==> src/rtl/bcd_result_formatter_if.sv <==
// Handshake and data bundle between the calculator front end and the
// binary-to-BCD result formatter.
interface bcd_result_formatter_if #(
  parameter int WIDTH  = 8,
  parameter int DIGITS = 3
);
  logic                  start;
  logic [WIDTH-1:0]      mag;
  logic                  sign_in;
  logic                  ready;
  logic                  busy;
  logic                  done;
  logic [4*DIGITS-1:0]   bcd;
  logic                  sign_out;

  modport master (
    output start, mag, sign_in,
    input  ready, busy, done, bcd, sign_out
  );

  modport slave (
    input  start, mag, sign_in,
    output ready, busy, done, bcd, sign_out
  );
endinterface

==> src/rtl/bcd_result_formatter.sv <==
// Sequential double-dabble converter: sign-magnitude result in, packed BCD
// digits plus display sign out, one magnitude bit consumed per clock.

// One BCD digit of the add-3 correction applied before each shift.
module bcd_digit_adj (
  input  logic [3:0] i_d,
  output logic [3:0] o_d
);
  assign o_d = (i_d >= 4'd5) ? i_d + 4'd3 : i_d;
endmodule

module bcd_result_formatter #(
  parameter int WIDTH  = 8,
  parameter int DIGITS = 3
) (
  input  logic                   clk,
  input  logic                   reset_n,
  bcd_result_formatter_if.slave  bus
);
  localparam int CNT_W = (WIDTH > 1) ? $clog2(WIDTH) : 1;
  localparam int BCD_W = 4 * DIGITS;

  typedef enum logic [1:0] {S_IDLE, S_SHIFT, S_FINISH} state_t;

  state_t             r_state, w_state_nxt;
  logic [WIDTH-1:0]   r_bin;
  logic [BCD_W-1:0]   r_scr;
  logic [BCD_W-1:0]   w_adj;
  logic [CNT_W-1:0]   r_cnt;
  logic               r_sign;
  logic [BCD_W-1:0]   r_bcd;
  logic               r_sign_out;
  logic               r_done;
  logic               w_last;

  // per-digit add-3 correction of the scratch register
  for (genvar g = 0; g < DIGITS; g++) begin : g_adj
    bcd_digit_adj u_adj (.i_d(r_scr[4*g +: 4]), .o_d(w_adj[4*g +: 4]));
  end

  assign w_last       = (r_cnt == CNT_W'(WIDTH - 1));
  assign bus.ready    = (r_state == S_IDLE);
  assign bus.busy     = (r_state != S_IDLE);
  assign bus.done     = r_done;
  assign bus.bcd      = r_bcd;
  assign bus.sign_out = r_sign_out;

  // state register
  always_ff @(posedge clk or negedge reset_n) begin
    if (!reset_n) r_state <= S_IDLE;
    else          r_state <= w_state_nxt;
  end

  // next-state: accept only in IDLE, WIDTH shifts, one FINISH cycle
  always_comb begin
    w_state_nxt = r_state;
    case (r_state)
      S_IDLE:   if (bus.start) w_state_nxt = S_SHIFT;
      S_SHIFT:  if (w_last)    w_state_nxt = S_FINISH;
      S_FINISH:                w_state_nxt = S_IDLE;
      default:                 w_state_nxt = S_IDLE;
    endcase
  end

  // datapath: load, adjust-then-shift, and publish results on FINISH
  always_ff @(posedge clk or negedge reset_n) begin
    if (!reset_n) begin
      r_bin      <= '0;
      r_scr      <= '0;
      r_cnt      <= '0;
      r_sign     <= 1'b0;
      r_bcd      <= '0;
      r_sign_out <= 1'b0;
      r_done     <= 1'b0;
    end else begin
      r_done <= (r_state == S_FINISH);
      case (r_state)
        S_IDLE: begin
          if (bus.start) begin
            r_bin  <= bus.mag;
            r_scr  <= '0;
            r_sign <= bus.sign_in;
            r_cnt  <= '0;
          end
        end
        S_SHIFT: begin
          {r_scr, r_bin} <= {w_adj[BCD_W-2:0], r_bin, 1'b0};
          r_cnt          <= r_cnt + CNT_W'(1);
        end
        S_FINISH: begin
          // negative zero is shown as +0
          r_bcd      <= r_scr;
          r_sign_out <= r_sign & (|r_scr);
        end
        default: ;
      endcase
    end
  end
endmodule

==> src/flat_wrapper.sv <==
// flat-port wrapper written by rule: the top's interface ports become plain ports
module bcd_result_formatter_flat 
#(
  parameter int WIDTH  = 8,
  parameter int DIGITS = 3
)
  (clk, reset_n, bus_start, bus_mag, bus_sign_in, bus_ready, bus_busy, bus_done, bus_bcd, bus_sign_out);
  bcd_result_formatter_if #(.WIDTH(WIDTH), .DIGITS(DIGITS)) bus_i ();
  input  logic clk;
  input  logic reset_n;
  input wire logic [$bits(bus_i.start)-1:0] bus_start;
  input wire logic [$bits(bus_i.mag)-1:0] bus_mag;
  input wire logic [$bits(bus_i.sign_in)-1:0] bus_sign_in;
  output wire logic [$bits(bus_i.ready)-1:0] bus_ready;
  output wire logic [$bits(bus_i.busy)-1:0] bus_busy;
  output wire logic [$bits(bus_i.done)-1:0] bus_done;
  output wire logic [$bits(bus_i.bcd)-1:0] bus_bcd;
  output wire logic [$bits(bus_i.sign_out)-1:0] bus_sign_out;
  assign bus_i.start = bus_start;
  assign bus_i.mag = bus_mag;
  assign bus_i.sign_in = bus_sign_in;
  assign bus_ready = bus_i.ready;
  assign bus_busy = bus_i.busy;
  assign bus_done = bus_i.done;
  assign bus_bcd = bus_i.bcd;
  assign bus_sign_out = bus_i.sign_out;
  bcd_result_formatter #(.WIDTH(WIDTH), .DIGITS(DIGITS)) u_core (.clk(clk), .reset_n(reset_n), .bus(bus_i));
endmodule
==> config.mk <==
export PLATFORM = sky130hd
export DESIGN_NAME = bcd_result_formatter_flat
export DESIGN_NICKNAME = d
export VERILOG_FILES = /design/src/rtl/bcd_result_formatter_if.sv /design/src/rtl/bcd_result_formatter.sv /design/src/flat_wrapper.sv
export SDC_FILE = /design/constraint.sdc
export NUM_CORES = 1
export LEC_CHECK = 0
export ABC_CLOCK_PERIOD_IN_PS = 1700
export CORE_MARGIN = 3
export CORE_UTILIZATION = 53
export DETAILED_ROUTE_END_ITERATION = 8
export GPL_TIMING_DRIVEN = 0
export PLACE_DENSITY_LB_ADDON = 0.12
export SLEW_MARGIN = 30
export SYNTH_ARGS = -nofsm -noshare
export SYNTH_HDL_FRONTEND = slang
export SYNTH_HIERARCHICAL = 1
export SYNTH_SLANG_ARGS = --single-unit
export TNS_END_PERCENT = 10
==> constraint.sdc <==
create_clock -name clk -period 1.7 [get_ports clk]
set_input_delay 0.34 -clock clk [delete_from_list [all_inputs] [get_ports clk]]
set_output_delay 0.34 -clock clk [all_outputs]
set_load 0.01 [all_outputs]
; ---- After elaboration in Yosys (flattened, before gate mapping)
; Cells that the tools add are included.
[word_totals]
rom_bits = 0
register_bits = 40
latch_bits = 0
input_bits = 12
n_memories = 0
ramBits = 0
[op_classes]
n_eq_ne = 5
mul = 0
add_sub_neg = 4
n_div = 0
muxes = 12
n_bitwise = 1
n_reduce_logical = 7
shifts = 0
magnitude_cmp = 3
[ops]
columns = op, count
row1 = $pmux 12 s2, 1
row2 = $pmux 8 s2, 1
row3 = $ge 4x3->1 const B, 3
row4 = $mux 12, 1
row5 = $reduce_or 12->1, 1
row6 = $add 4x2->4 const B, 2
row7 = $mux 4, 2
row8 = $mux 8, 1
row9 = $mux 3, 2
row10 = $pmux 3 s2, 1
row11 = $reduce_and 2->1, 3
row12 = $mux 2, 2
row13 = $pmux 2 s2, 1
row14 = $reduce_bool 2->1, 2
row15 = $add 3x1->3 const B, 1
row16 = $add 3x2->3 const B, 1
row17 = $eq 3x3->1 const B, 1
row18 = $eq 2x1->1 const B, 1
row19 = $eq 2x2->1 const B, 1
row20 = $logic_not 2->1, 1
row21 = $ne 2x1->1 const B, 1
row22 = $ne 2x2->1 const B, 1
row23 = $and 1x1->1, 1

; ---- Longest topological paths before layout
[depth]
word_depth = 3
ltp_mapped = 6
depth_no_buf = 6

; ---- By module
; The synthesis kept the hierarchy.
[by_module_without_submodules]
columns = module, cells_per_inst, n_inst, area_per_inst_um2
row1 = bcd_result_formatter, 145, 1, 1614.0
row2 = bcd_digit_adj, 16, 3, 101.3

; ---- Worst setup path after synthesis
; Ideal clock, no wire load.
[synth_path]
path_type = reg2reg
start = reg u_core.r_scr[8]
end = reg u_core.r_scr[10]
stages_incl_launch_ff = 6
path_slack_ps = 353
setup_ps = 121
arrival_time_ps = 1226
path_buffers = 0
required_time_ps = 1579
cell_sequence = dfrtp_1 > ha_1 > nand2b_1 > a21oi_2 > mux2i_1 > a22o_1
[synth_via]
elab_chain_len = 3
[synth_rtl]
columns = element, line
row1 = from (decl), bcd_result_formatter.sv:27  ; logic [BCD_W-1:0] r_scr;
row2 = from (signal assigned), bcd_result_formatter.sv:87  ; {r_scr, r_bin} <= {w_adj[BCD_W-2:0], r_bin, 1'b0};
row3 = $ge 4x3->1 or $add 3x2->3 (tied branches), bcd_result_formatter.sv:9  ; assign o_d = (i_d >= 4'd5) ? i_d + 4'd3 : i_d;
row4 = $mux 3 (*), bcd_result_formatter.sv:9
row5 = via u_core.w_adj[9], bcd_result_formatter.sv:28  ; logic [BCD_W-1:0] w_adj;
row6 = $pmux 12 s2 (*), bcd_result_formatter.sv:77  ; case (r_state)
; Mark *: on every way through the listed nets, which the timed path passes. The rest lies on a longest branch.
; A chain may end at the register's enable or synchronous reset.

; ---- Worst setup path after layout
[layout_path]
start = reg u_core.r_bcd[8] (netlist: u_core/bus.bcd[8])
end = out bus_bcd[8]
[layout_rtl]
columns = element, line
row1 = from (decl), bcd_result_formatter.sv:31  ; logic [BCD_W-1:0] r_bcd;
row2 = from (signal assigned), bcd_result_formatter.sv:92  ; r_bcd <= r_scr;
row3 = to (decl), flat_wrapper.sv:17  ; output wire logic [$bits(bus_i.bcd)-1:0] bus_bcd;
; No word-level cell between the ends.

==> results.py <==
metrics = {
    "global_routing": {
        "met2_usage": 0.3517,
        "grt_max_degree": 25,
        "gr-usage-met1": 0.2489,
        "grt_pass1_wl_mm": 6.720,
        "grt_usage": 0.2083,
        "globalRouteMet3Util": 0.04252,
        "antenna_found_initial": 0,
        "grt_busiest_layer": "met2",
        "grt_pass1_vias": 1492,
        "grt-ovfl-total": 0,
    },
    "job": {
        "drv_cap": 0,
    },
    "floorplan": {
        "start_util": 0.5600,
        "die-height_um": 65.85,
        "io_pins": 28,
        "die_w_um": 65.85,
        "rows": 21,
        "core-area_um2": 3390,
        "fp.dieArea_um2": 4336,
    },
    "sta": {
        "tightest_slew_ps": 432.5,
        "worst_slack_ps": 69.92,
        "rsz0062_at_grt": "false",
        "setup_viol": 0,
        "whs_ps": 437.1,
        "hold_viol_final": 0,
        "period_share": 0.9589,
        "fmax_mhz": 613.5,
        "layout_min_cycle_time_ps": 1630,
        "finalClockSkew_ps": 13.57,
        "finalMaxSlewViolations": 0,
        "relSlewSlack": 0.7117,
    },
    "clock_network": {
        "h-tree-depth": 2,
        "cts_buffers": 5,
        "clk_pin_slew_ps": 120,
        "cts_max_path_buffers": 2,
        "tritoncts": "built",
        "clock_latency_ps": 350,
        "cts_root_buf": "clkbuf_4",
        "cts.sinks": 40,
    },
    "worst_setup_path": {
        "cp_top_family": "buffers and inverters",
        "cp_data_required_time_ps": 1360,
        "critPathMaxFanout": 2,
        "r2r-start": "u_core/r_scr[5]",
        "rrSetupSlack_ps": 190,
        "cp_slowest_cell": "clkdlybuf4s50_1",
        "cpPeakStageDelay_ps": 550,
        "cp.buffers_inverters": 1,
        "worst_ep_arrival_time_ps": 1290,
        "cp-start-kind": "flip-flop",
        "critPathKind": "flip-flop to primary output",
        "r2r-end": "u_core/r_scr[6]",
        "cp-end-kind": "primary output",
        "rr_worst_depth": 6,
        "crit_chain": "clkdlybuf4s50_1",
    },
    "power_and_ir_drop": {
        "p_comb_frac": 0.456,
        "p_seq_frac": 0.416,
        "p_leak_nw": 1.156,
        "switchingPower_mw": 1.500,
        "switching_share": 0.3791,
        "ir_worst_vdd_mv": 0.8638,
        "p_int_mw": 2.457,
        "p_per_area_nw_per_um2": 1690,
        "power_mw": 3.957,
        "p_clk_frac": 0.128,
    },
    "place": {
        "port_buffers": 27,
        "hpwl_mm": 2.775,
        "routabilityCongestion": 0.7675,
        "dp_slack_ps": 38.95,
    },
    "cells_and_area": {
        "final_util": 0.6907,
        "area_delta_synth_final_pct": 23.34,
        "layout.nets": 248,
        "n_antenna_cell": 0,
        "drive_above_1_share": 0.1310,
    },
    "detailed_routing": {
        "drc_errors": 0,
        "drt_iter0_drc": 112,
        "vias": 1482,
        "first_pass_iters": 4,
        "routedWlPerCell_um": 13.87,
        "via_per_inst": 5.389,
        "final_antenna_net_count": 0,
        "drt_wl_total_mm": 3.815,
    },
    "yosys": {
        "yosysWarningCount": 6,
        "synthCells": 189,
        "syn_area_um2": 1898,
        "synth_nets": 209,
        "syn_avg_cell_area_um2": 10.04,
    },
    "run_status": {
        "status": "finished, final reports clean",
    },
    "worst_hold_path": {
        "worstHoldPathType": "input port to asynchronous set/reset pin",
    },
}
-- area by class of cell --
type	instances	area, um2
flip-flops and latches	40	1001
multi-input cells	130	792.0
clock inverters	2	10.01
fillers	258	1049
clock buffers	6	51.30
well taps	46	57.56
inverters	10	37.54
repair buffers	32	320.3
plain buffers	9	71.32
-- placed cells by master, fill, tap and decap left out, types with 3 or more instances in the layout --
master,instances
o21ai_0,10
clkdlybuf4s50_1,24
xnor2_1,3
buf_2,4
nand2b_1,5
buf_6,3
ha_1,8
a22o_1,14
nand2_1,57
inv_1,10
nor4_1,3
dfrtp_1,40
a22oi_1,7
nor2_1,4
a21oi_2,3
buf_4,6
mux2i_1,3
clkbuf_4,5
-- how the worst max path moves through the flow --
stage,start,to,cells past startpoint
after floorplan,u_core/r_scr[0],u_core/r_scr[2],5
after global placement,reset_n,u_core/r_scr[3],1
after detailed placement,bus_start,u_core/r_bin[7],5
after CTS,u_core/r_state[0],bus_ready,3
after global routing,u_core/r_state[1],bus_ready,3
final,u_core/bus.bcd[8],bus_bcd[8],1
-- sequential cells by signal, indices dropped and copies added (netlist names) --
name	cells
u_core/r_sign	1
u_core/bus.done	1
u_core/bus.sign_out	1
u_core/bus.bcd	12
u_core/r_cnt	3
u_core/r_bin	8
u_core/r_scr	12
u_core/r_state	2
-- metal layers --
layer,up-vias,part of all wire
met2,30,0.51
li1,712,-
met4,0,0.018
met1,733,0.44
met5,-,0
met3,7,0.036
-- power groups by stage --
stage               clock (mW)  combinational [mW]  sequential [mW]
floorplan                    0                1.15             1.64
global placement             0                1.66             1.64
detailed placement           0                1.77             1.67
CTS                      0.519                1.78             1.64
global route             0.557                2.02             1.70
finish                   0.508                1.80             1.65
-- timing repair --
action / CTS / global route
endpoints found under the setup margin: 2 / 2
setup buffers: 1 / 2
hold endpoints to repair: 16 / 0
resized for setup: 4 / 2
hold buffers: 1 / 0
-- metrics by stage --
| stage | instances | area [um2] | TNS [ps] |
|---|---|---|---|
| CTS | 273 | 2330 | 0 |
| global placement | 262 | 2226 | -24040 |
| finish | 275 | 2341 | 0 |
| detailed placement | 263 | 2248 | 0 |
| global route | 275 | 2341 | 0 |
| floorplan | 189 | 1898 | 0 |
Power figures use the tool's default switching activity.
==> patch 1: new RTL, config.mk and constraints unchanged <==
`WIDTH` is set to 8 in 3 places; all go to 4.
--- a/src/rtl/bcd_result_formatter_if.sv
+++ b/src/rtl/bcd_result_formatter_if.sv
@@ -1,7 +1,7 @@
 // Handshake and data bundle between the calculator front end and the
 // binary-to-BCD result formatter.
 interface bcd_result_formatter_if #(
-  parameter int WIDTH  = 8,
+  parameter int WIDTH  = 4,
   parameter int DIGITS = 3
 );
   logic                  start;
--- a/src/rtl/bcd_result_formatter.sv
+++ b/src/rtl/bcd_result_formatter.sv
@@ -10,7 +10,7 @@
 endmodule
 
 module bcd_result_formatter #(
-  parameter int WIDTH  = 8,
+  parameter int WIDTH  = 4,
   parameter int DIGITS = 3
 ) (
   input  logic                   clk,
--- a/src/flat_wrapper.sv
+++ b/src/flat_wrapper.sv
@@ -1,7 +1,7 @@
 // flat-port wrapper written by rule: the top's interface ports become plain ports
 module bcd_result_formatter_flat 
 #(
-  parameter int WIDTH  = 8,
+  parameter int WIDTH  = 4,
   parameter int DIGITS = 3
 )
   (clk, reset_n, bus_start, bus_mag, bus_sign_in, bus_ready, bus_busy, bus_done, bus_bcd, bus_sign_out);
Ports: changed (resized bus_mag); port bits go from 28 to 24. No check against the original RTL was run, so the function may have changed too.
==> patch 1 against the original RTL <==
Sequential cell count down 5; wire length decreased by 16%; highest routed layer unchanged; final cell count is 12% lower; critical endpoint is now bus_ready; largest power group unchanged; sequential share of layout area is 0.31 points lower; area after synthesis is 11% lower; setup slack improved by 0.038 ns; power fell by 9.1%; critical path type unchanged; final area decreased by 12%.
==> patch 1: results (changes against the original RTL) <==
* Clk pin slew, worst setup/hold paths at 0.10 ns (-0.02 ns)
* Wire length per cell at 13.2 um (-4.5%)
* Post-cts resize count at 2 (-2)
* Maximum vdd drop at 0.00113 V (+31%)
* Metal1 wirelength at 1380 um (-17%)
* Share of cells above drive strength 1 at 12.0% (-1.1 points)
* Global Route met3 Usage at 5.76% (+1.5 points)
* DPL Wire Length at 2340 um (-16%)
* Hold WS at 0.411 ns (-0.0259 ns)
* Met3 WL post-DR at 145 um (+4.3%)
* GRT Util Overall at 17.9% (-2.9 points)
* Global-route wire length before repair at 5530 um (-18%)
* Routability cong. at 0.768 (about the same)
* Initial DRC Count at 59 (-47%)
* Critical-path top delay cell: dfrtp_1
* Max incr delay on CP at 0.38 ns (-0.17 ns)
* Met2 Usage GRT at 29.8% (-5.3 points)
* Layout fillers at 231 (-10%)
* Pre-CTS setup slack at 0.0974 ns (+0.0585 ns)
* R2r worst-path depth at 6 (unchanged)
* Worst R2R End: u_core/r_scr[2]
* Sequential share of power at 39.8% (-1.8 points)
* Routed wl met2 at 1660 um (-15%)
* Comb. pwr at 1660 uW (-8%)
* Arrival time worst endpoint at 1.25 ns (-0.04 ns)
* Seq. pwr at 1430 uW (-13%)
* P_leak at 0.00103 uW (-11%)
* Clock skew at 0.00446 ns (-0.00910 ns)
* Switching share of power at 37.6% (-0.36 points)
* # Post-CTS Setup Buffers at 0 (-1)
* Syn_nets at 182 (-13%)
* Port bufs at 23 (-15%)
* Status: complete, no violations
* Layout Cells excl Fill at 242 (-12%)
* Via count at 1284 (-13%)
* Nets at 214 (-14%)
* Top routing layer in use: met4
* Worst Path Max Fanout at 9 (+7)
* Area taken by flip-flops and latches at 876 um^2 (-13%)
* Placed inst area at 0.00199 mm^2 (-12%)
==> patch 1: cell types whose count changed in the layout (fill, tap and decap cells not counted), moves of 4 or more <==
cell | unedited run | this run
a22oi_1 | 7 | 3
clkdlybuf4s50_1 | 24 | 20
dfrtp_1 | 40 | 35
nand2_1 | 57 | 53
o21ai_0 | 10 | 2
o21ai_1 | 2 | 6
==> patch 1: area by class of cell <==
class                   instances  area share [%]
plain buffers                   6            2.43
well taps                      42            2.55
flip-flops and latches         35            42.4
multi-input cells             116            35.1
repair buffers                 25            12.3
inverters                      10            1.82
clock buffers                   8            3.34
==> patch 1: worst max-delay path by stage <==
stage	from	end	slack, ns	cells after the start
after CTS	u_core/r_state[1]	bus_busy	0.05	4
final	u_core/r_state[1]	bus_ready	0.11	3
after floorplan	u_core/r_scr[0]	u_core/r_scr[2]	0.35	5
after global routing	u_core/r_scr[1]	u_core/r_scr[2]	0.009	6
after detailed placement	bus_start	u_core/r_bin[3]	0.1	4
after global placement	reset_n	u_core/r_bin[1]	-0.38	1
==> patch 2: new RTL, same flow settings <==
Made on the original files. Encoding of `state_t`: now one-hot (3 bits for 3 states).
--- a/src/rtl/bcd_result_formatter.sv
+++ b/src/rtl/bcd_result_formatter.sv
@@ -20,7 +20,7 @@
   localparam int CNT_W = (WIDTH > 1) ? $clog2(WIDTH) : 1;
   localparam int BCD_W = 4 * DIGITS;
 
-  typedef enum logic [1:0] {S_IDLE, S_SHIFT, S_FINISH} state_t;
+  typedef enum logic [2:0] {S_IDLE = 3'b001, S_SHIFT = 3'b010, S_FINISH = 3'b100} state_t;
 
   state_t             r_state, w_state_nxt;
   logic [WIDTH-1:0]   r_bin;
Function: no difference found for any inputs over 10 cycles, from zero or initial values and one cycle with reset_n low; not proved beyond that.
==> patch 2 against the original RTL <==
Wire length decreased by 11%; utilization increased by 0.33 points; register-to-register slack got worse by 0.07 ns; sequential cell count increased by 1; area after synthesis increased by 2.3%; critical path depth increased by 2; hold slack got worse by 0.43 ns; final cell count decreased by 12%; power decreased by 28%; setup slack got worse by 0.053 ns; final area increased by 2.0%; largest cell class unchanged.
==> patch 2: results (changes against the original RTL) <==
* Status: complete, no violations
* Normalized max-slew margin at 67.0% (-4.2 points)
* Routability cong. at 0.794 (+3.4%)
* Final WS setup at 0.0171 ns (-0.0528 ns)
* Delay-heaviest family, CP: flip-flops
* Initial antenna violation count at 0 (unchanged)
* Final WL at 3380 um (-11%)
* Port bufs at 27 (unchanged)
* Max-cap violations at 0 (unchanged)
* Max incr delay on CP at 0.53 ns (-0.02 ns)
* DPL Wire Length at 2600 um (-6.1%)
* Arrival time worst endpoint at 1.34 ns (+0.05 ns)
* Placed inst area at 0.00229 mm^2 (+1.9%)
* Root Driver: clkbuf_8
* Nets at 215 (-13%)
* P_leak at 0.00113 uW (-2.1%)
* Internal power at 1920 uW (-22%)
* Reg-to-reg startpoint: u_core/r_state[0]
* Worst Path Max Fanout at 2 (unchanged)
* R2r worst-path depth at 4 (-2)
* Clk_lat worst skew at 0.29 ns (-0.06 ns)
* Via count at 1310 (-12%)
* Global-route wire length before repair at 5800 um (-14%)
* Initial DRC Count at 70 (-38%)
* CTS Buffer Depth at 2 (unchanged)
* Maximum vdd drop at 0.000740 V (-14%)
* Clock skew at 0.00909 ns (-0.00448 ns)
* Hold Crit Class: primary input to asynchronous set/reset pin
* Number of global-route vias before repair at 1247 (-16%)
* Critical-path top delay cell: dfstp_2
* Antenna diode count at 0 (unchanged)
* Total gr overflow at 0 (unchanged)
* Largest net degree at the start of global routing at 23 (-8.0%)
* Reg2Reg Setup Slack at 0.12 ns (-0.07 ns)
* Pre-CTS setup slack at -0.299 ns (-0.338 ns)
* Hold WS at 0.00448 ns (-0.433 ns)
* Clk pin slew, worst setup/hold paths at 0.08 ns (-0.04 ns)
* Share of cells above drive strength 1 at 20.5% (+7.4 points)
* Drt pass-1 iters at 6 (+2)
* H-tree levels at 2 (unchanged)
* Final slew viol count at 0 (unchanged)
* Crit. Startpoint: u_core/r_state[0]
* Total CTS buffers at 5 (unchanged)
* Syn. warnings at 6 (unchanged)
* Syn_nets at 179 (-14%)
* GRT Util Overall at 17.5% (-3.3 points)
-- patch 2: cell types whose count changed in the layout (fill, tap and decap cells not counted), moves of 2 or more --
cell      before  now
nand2_1       57   18
mux2_2         2   11
mux2i_1        3   11
o21ai_0       10    2
a22oi_1        7    0
o21ai_1        2    9
clkbuf_4       5    0
clkbuf_8       1    6
buf_4          6    2
inv_1         10    7
mux2_1         0    3
clkinv_2       2    0
nor3b_4        0    2
-- patch 2: path summary, 6_finish.rpt --
kind | endpoint
min reg2reg | u_core/bus.bcd[1]
max | bus_ready
max in group asynchronous | u_core/r_scr[0]
min in group clk | u_core/bus.bcd[1]
max reg2reg | u_core/bus.bcd[7]
min | u_core/r_scr[10]
-- patch 2: worst register-to-register path: cells and delay by family (launching register included) --
family	cells	cell delay, ns
buffers and inverters	2	0.36
muxes	1	0.35
DFF	1	0.37
and+or+nand+nor	1	0.39
-- patch 2: cell type report --
class | count | area [um^2]
Fill cell | 251 | 1050
Sequential cell | 41 | 1030
Multi-Input combinational cell | 104 | 842
Timing Repair Buffer | 29 | 297
Clock buffer | 6 | 82.6
Tap cell | 46 | 57.6
Buffer | 6 | 45.0
Inverter | 8 | 30.0
Clock inverter | 1 | 7.51
-- patch 2: what timing repair did --
item,4_1_cts,5_1_grt
hold buffers,0,0
setup endpoints to repair,2,2
buffers inserted,1,0
resized for setup,11,0
-- patch 2: per-layer routing --
metal	vias to the layer above	share of wire [%]	GRT usage, %
li1	633	-	-
met1	638	42	21.2
met2	33	52	29.5
met3	6	4.5	4.55
met4	0	1.5	7.11
met5	-	0	0
-- patch 2: power by group through the flow --
| stage | Sequential (uW) | Clock [uW] | Combinational (uW) |
|---|---|---|---|
| after floorplan | 1290 | 0 | 636 |
| after global placement | 1310 | 0 | 844 |
| after detailed placement | 1330 | 0 | 882 |
| after CTS | 1290 | 649 | 926 |
| after global routing | 1320 | 693 | 1030 |
| final | 1290 | 626 | 912 |
-- patch 2: metrics by stage --
step           std cells  utilization [%]
3_3_place_gp         232             65.9
4_1_cts              241             69.4
2_1_floorplan        159                -
5_1_grt              241             69.4
3_5_place_dp         233             66.6
6_report             241             69.4
